## config.mk

```make
export PLATFORM = sky130hd
export DESIGN_NAME = rv_instr_encoder
export DESIGN_NICKNAME = d
export VERILOG_FILES = /design/src/rtl/rv_instr_encoder.sv
export SDC_FILE = /design/constraint.sdc
export NUM_CORES = 1
export LEC_CHECK = 0
export BUFFER_PORTS_ARGS = -buffer_cell sky130_fd_sc_hd__buf_2
export CAP_MARGIN = 20
export CELL_PAD_IN_SITES_DETAIL_PLACEMENT = 1
export CELL_PAD_IN_SITES_GLOBAL_PLACEMENT = 2
export CORE_UTILIZATION = 30
export DETAILED_ROUTE_END_ITERATION = 10
export GPL_ROUTABILITY_DRIVEN = 0
export GPL_TIMING_DRIVEN = 0
export PLACE_DENSITY_LB_ADDON = 0.1
export RECOVER_POWER = 50
export SYNTH_ARGS = -nofsm -noshare
export SYNTH_HDL_FRONTEND = slang
export SYNTH_SLANG_ARGS = --single-unit
```

## constraint.sdc

```tcl
create_clock -name clk -period 2.9 [get_ports clk]
set_clock_uncertainty 0.05 [all_clocks]
set_input_delay 0.87 -clock clk [delete_from_list [all_inputs] [get_ports clk]]
set_output_delay 0.87 -clock clk [all_outputs]
set_load 0.1 [all_outputs]
```

## src/rtl/rv_instr_encoder.sv

```systemverilog
// rv_instr_encoder: encodes RV32I field requests into words and streams them with addresses from a FIFO
module rv_instr_encoder #(
    parameter int          DEPTH     = 4,
    parameter logic [31:0] BASE_ADDR = 32'h0000_0000
) (
    input  logic        clk,
    input  logic        reset,
    input  logic        clear,
    input  logic        req_valid,
    output logic        req_ready,
    input  logic [2:0]  req_kind,
    input  logic [2:0]  req_funct3,
    input  logic        req_funct7b5,
    input  logic [4:0]  req_rd,
    input  logic [4:0]  req_rs1,
    input  logic [4:0]  req_rs2,
    input  logic [20:0] req_imm,
    output logic        instr_valid,
    input  logic        instr_ready,
    output logic [31:0] instr_data,
    output logic [31:0] instr_addr,
    output logic        err,
    output logic [1:0]  err_cause
);
    localparam int AW = $clog2(DEPTH);
    localparam logic [AW:0] FULL = (AW+1)'(DEPTH);
    logic [31:0] mem [DEPTH];
    logic [AW-1:0] wp, rp;
    logic [AW:0] count;
    logic [31:0] word;
    logic [1:0] cause;
    logic [20:0] im;
    logic acc, push, pop, ok12, ok13, oksh, shift;
    assign im = req_imm;
    assign ok12 = &im[20:11] || ~|im[20:11];
    // 4095 fits 13 bits but is outside the branch range, so it is a range drop
    assign ok13 = (&im[20:12] || ~|im[20:12]) && im[12:0] != 13'h0FFF;
    assign oksh = ~|im[20:5];
    assign shift = req_funct3[1:0] == 2'b01;
    always_comb begin
        word = 32'h0;
        cause = 2'b00;
        case (req_kind)
            3'd0: begin
                word = {im[11:0], req_rs1, req_funct3, req_rd, 7'b0000011};
                cause = ok12 ? 2'b00 : 2'b10;
            end
            3'd1: begin
                word = {im[11:5], req_rs2, req_rs1, req_funct3, im[4:0], 7'b0100011};
                cause = ok12 ? 2'b00 : 2'b10;
            end
            3'd2: word = {1'b0, req_funct7b5, 5'b0, req_rs2, req_rs1, req_funct3, req_rd, 7'b0110011};
            3'd3: begin
                word = {im[12], im[10:5], req_rs2, req_rs1, req_funct3, im[4:1], im[11], 7'b1100011};
                cause = !ok13 ? 2'b10 : im[0] ? 2'b11 : 2'b00;
            end
            3'd4: begin
                word = shift ? {1'b0, req_funct7b5, 5'b0, im[4:0], req_rs1, req_funct3, req_rd, 7'b0010011}
                             : {im[11:0], req_rs1, req_funct3, req_rd, 7'b0010011};
                cause = (shift ? oksh : ok12) ? 2'b00 : 2'b10;
            end
            3'd5: begin
                word = {im[20], im[10:1], im[11], im[19:12], req_rd, 7'b1101111};
                cause = im[0] ? 2'b11 : 2'b00;
            end
            default: cause = 2'b01;
        endcase
    end
    assign req_ready = !clear && count < FULL;
    assign instr_valid = count != '0;
    assign instr_data = mem[rp];
    assign acc = req_valid && req_ready;
    assign push = acc && cause == 2'b00;
    assign pop = instr_valid && instr_ready;
    always_ff @(posedge clk or posedge reset) begin
        if (reset) begin
            wp <= '0;
            rp <= '0;
            count <= '0;
            instr_addr <= BASE_ADDR;
            err <= 1'b0;
            err_cause <= 2'b00;
        end else if (clear) begin
            wp <= '0;
            rp <= '0;
            count <= '0;
            instr_addr <= BASE_ADDR;
            err <= 1'b0;
            err_cause <= 2'b00;
        end else begin
            if (push) wp <= wp + AW'(1);
            if (pop) begin
                rp <= rp + AW'(1);
                instr_addr <= instr_addr + 32'd4;
            end
            count <= count + (AW+1)'(push) - (AW+1)'(pop);
            if (acc && cause != 2'b00) begin
                err <= 1'b1;
                if (!err) err_cause <= cause;
            end
        end
    end
    always_ff @(posedge clk)
        if (push) mem[wp] <= word;
endmodule

```

==> results_dict.tcl <==
set metrics [dict create \
    vias 4614 \
    p_leak_nw 3.403 \
    antenna_found_initial 0 \
    yosys_warnings 0 \
    violations "max-capacitance violations, max-slew violations, negative setup slack" \
    met1Wirelength_um 8445 \
    drive_gt1_frac 0.3349 \
    die_area_um2 24170 \
    drtPass1Iterations 4 \
    synth_cell_type_count 59 \
    clkSinkCount 160 \
    worstRegToRegCells 7 \
    cts_made_buffers 17 \
    synth_top_area_frac 0.5099 \
    crit_type "input pin to register" \
    htree_levels 4 \
    n_antenna_cell 0 \
    dr_wl_met2_um 9465 \
    synth_seq_cells 160 \
    reg2reg_from "count[2]" \
    crit_buf_inv 2 \
    synth_top_cell_by_area "edfxtp_1" \
    post-route-min-period_ps 3293 \
    die_w_um 155.5 \
    hp-class "input pin to async pin" \
    maxCapViolations 1 \
    remaining_drc_errors 0 \
    core_area_um2 22850 \
    crit_slowest_cell "and3_4" \
    dp_slack_ps -1120 \
    crit_fanout 30 \
    layout_setup_ws_ps -393.3 \
    cts_hold_buffers 0 \
    drt_wl_total_um 19070 \
    ant_nets 0 \
    globalRouteTotalUtil 0.1640 \
    place_hpwl_um 12810 \
    slew_headroom -0.2219 \
    drt-wirelength-per-cell_um 20.03 \
    fmax_ghz 0.3037 \
    avgSynthCellArea_um2 14.82 \
    timing.setup.tns_ps -35840 \
    crit_family "simple AND/OR/NAND/NOR gates" \
    yosysSeqAreaShare 0.6516 \
    cp_common_cell "buf_6" \
    hold_viol 0 \
    setup_viol 124 \
    slew_violations 33 \
    rows 55 \
    cp.required_ps 2910 \
    worst_pin_slew_ps 1833 \
    grt_pass1_vias 5010 \
    port_buffers 114 \
    nets 682 \
    clock_latency_ps 430 \
    vdd_drop_max_uv 316.9 \
    grt_first_pass_wirelength_um 28970 \
    reg2reg_to "instr_addr[31]" \
    powerDensity_nw_per_um2 824.4 \
    crit_cells 7 \
    synthTopCellsByCount "edfxtp_1 (120), nor2_1 (48), dfrtp_1 (40)" \
    path_cells "buf_6 > or4_4 > nor4_4 > o21ai_2 > buf_6 > a211oi_2 > and3_4" \
    cpPeakStageDelay_ps 660 \
    routed_via_density 4.847 \
    drt_iter0_markers 272 \
    rsz0062_at_grt "true" \
    clkTransAtPathRegs_ps 80 \
    grt_max_degree 33 \
    die_y_um 155.5 \
    r2r_slack_ps 290 \
    route.top_layer_used "met4" \
    cts_tree "yes" \
    crit_path_end_kind "register" \
    synthFlopType "edfxtp_1" \
    area_growth_pct 26.42 \
    syn_inst 477 \
    critPathLaunchType "input pin" \
    cts.path.max_buffers 2 \
    outcome "finished, violations left" \
    synth_edf_count 120 \
    startpoint "req_imm[15]" \
    ys_top_cells_by_area "edfxtp_1 (51%), dfrtp_1 (14%), mux4_2 (9.6%)" \
    totalPowerFinal_w 0.007365 \
    crit_end "mem[0][27]" \
    initial_core_util 0.3093 \
    io_pins 117 \
    arrival_ps 3300 \
    cts-root-buf "clkbuf_16" \
    synthMostInstantiatedCell "edfxtp_1" \
    overflow 0 \
    syn-cell-area_um2 7067 \
    wl_met3_um 981 \
    period_share 1.136 \
    synthArstFlopShare 0.2500 \
]
-- registers in the layout (all words and copies together) (netlist names) --
signal	count
mem	120
instr_addr	30
count	3
err_cause	2
rp	2
wp	2
err	1
-- cell type report --
cell class / instances / area (µm²)
timing repair buffer: 128 / 814.5
clock inverter: 14 / 108.9
sequential: 160 / 4606
clock buffer: 18 / 429.2
multi-input combinational: 279 / 2365
inverter: 17 / 63.81
fill: 2404 / 13910
tap: 313 / 391.6
buffer: 23 / 155.1
-- repair_timing --
action / CTS / global route
buffers inserted: 10 / 3
cloned: 1 / 1
endpoints found under the setup margin: 155 / 153
resized for setup: 18 / 72
pin swaps: 10 / 0
-- metal layers --
metal,vias to the layer above,GRT usage
li1,2096,-
met1,2385,0.2088
met2,119,0.2785
met3,14,0.03928
met4,0,0.04435
met5,-,0
-- metrics by stage --
step | area, µm² | cells | utilization | hold WS (ps)
floorplan | 7097 | 478 | - | 516.3
global placement | 8059 | 905 | 0.3527 | 440.8
detailed placement | 8079 | 906 | 0.3536 | 452.1
CTS | 8798 | 948 | 0.3851 | 285.0
global route | 8934 | 952 | 0.3910 | 356.0
finish | 8934 | 952 | 0.3910 | 345.0
-- worst min path at each step --
stage | end | cells after the start | slack (ps) | start
6_report | instr_addr[22] | 2 | 340 | reset
5_1_grt | instr_addr[22] | 2 | 360 | reset
4_1_cts | instr_addr[22] | 2 | 280 | reset
3_5_place_dp | err | 1 | 450 | err
3_3_place_gp | err | 1 | 440 | err
2_1_floorplan | wp[0] | 2 | 520 | wp[0]
-- report_power, final --
part	total (W)	switching, W	internal (W)	leakage, nW
clock	0.00207	0.000958	0.00111	0.262
combinational	0.00267	0.00192	0.000750	1.50
sequential	0.00263	0.0000803	0.00255	1.64
total	0.00736	0.00295	0.00441	3.40
-- cells by family (layout without fill, tap and decap cells) --
kind of cell / count (synthesis) / in the layout / synth area share
other cells: 1 / 2 / 0.0005307
simple gates: 144 / 146 / 0.1087
fa+ha+maj: 8 / 8 / 0.01523
flops: 160 / 160 / 0.6516
mux: 35 / 35 / 0.1027
compound gates: 54 / 54 / 0.05453
xor+xnor: 34 / 34 / 0.04214
buf+inv: 41 / 200 / 0.02461
-- placed cells by master (no fill, tap or decap), drive strengths merged, types with 3 or more instances in the layout --
| cell type | n |
|---|---|
| buf | 123 |
| edfxtp | 120 |
| nor2 | 48 |
| clkbuf | 46 |
| dfrtp | 40 |
| mux4 | 30 |
| nand2 | 26 |
| xor2 | 24 |
| inv | 22 |
| nand3 | 13 |
| o21ai | 13 |
| and2 | 12 |
| and3 | 12 |
| xnor2 | 10 |
| a21oi | 9 |
| nand4 | 9 |
| ha | 7 |
| clkinv | 7 |
| a2bb2oi | 6 |
| o22ai | 6 |
| nor2b | 6 |
| a22o | 6 |
| mux2i | 5 |
| nor3 | 4 |
| or3 | 3 |
| nor4 | 3 |
| or4 | 3 |
Note: power is estimated with default switching activity, not from simulation.
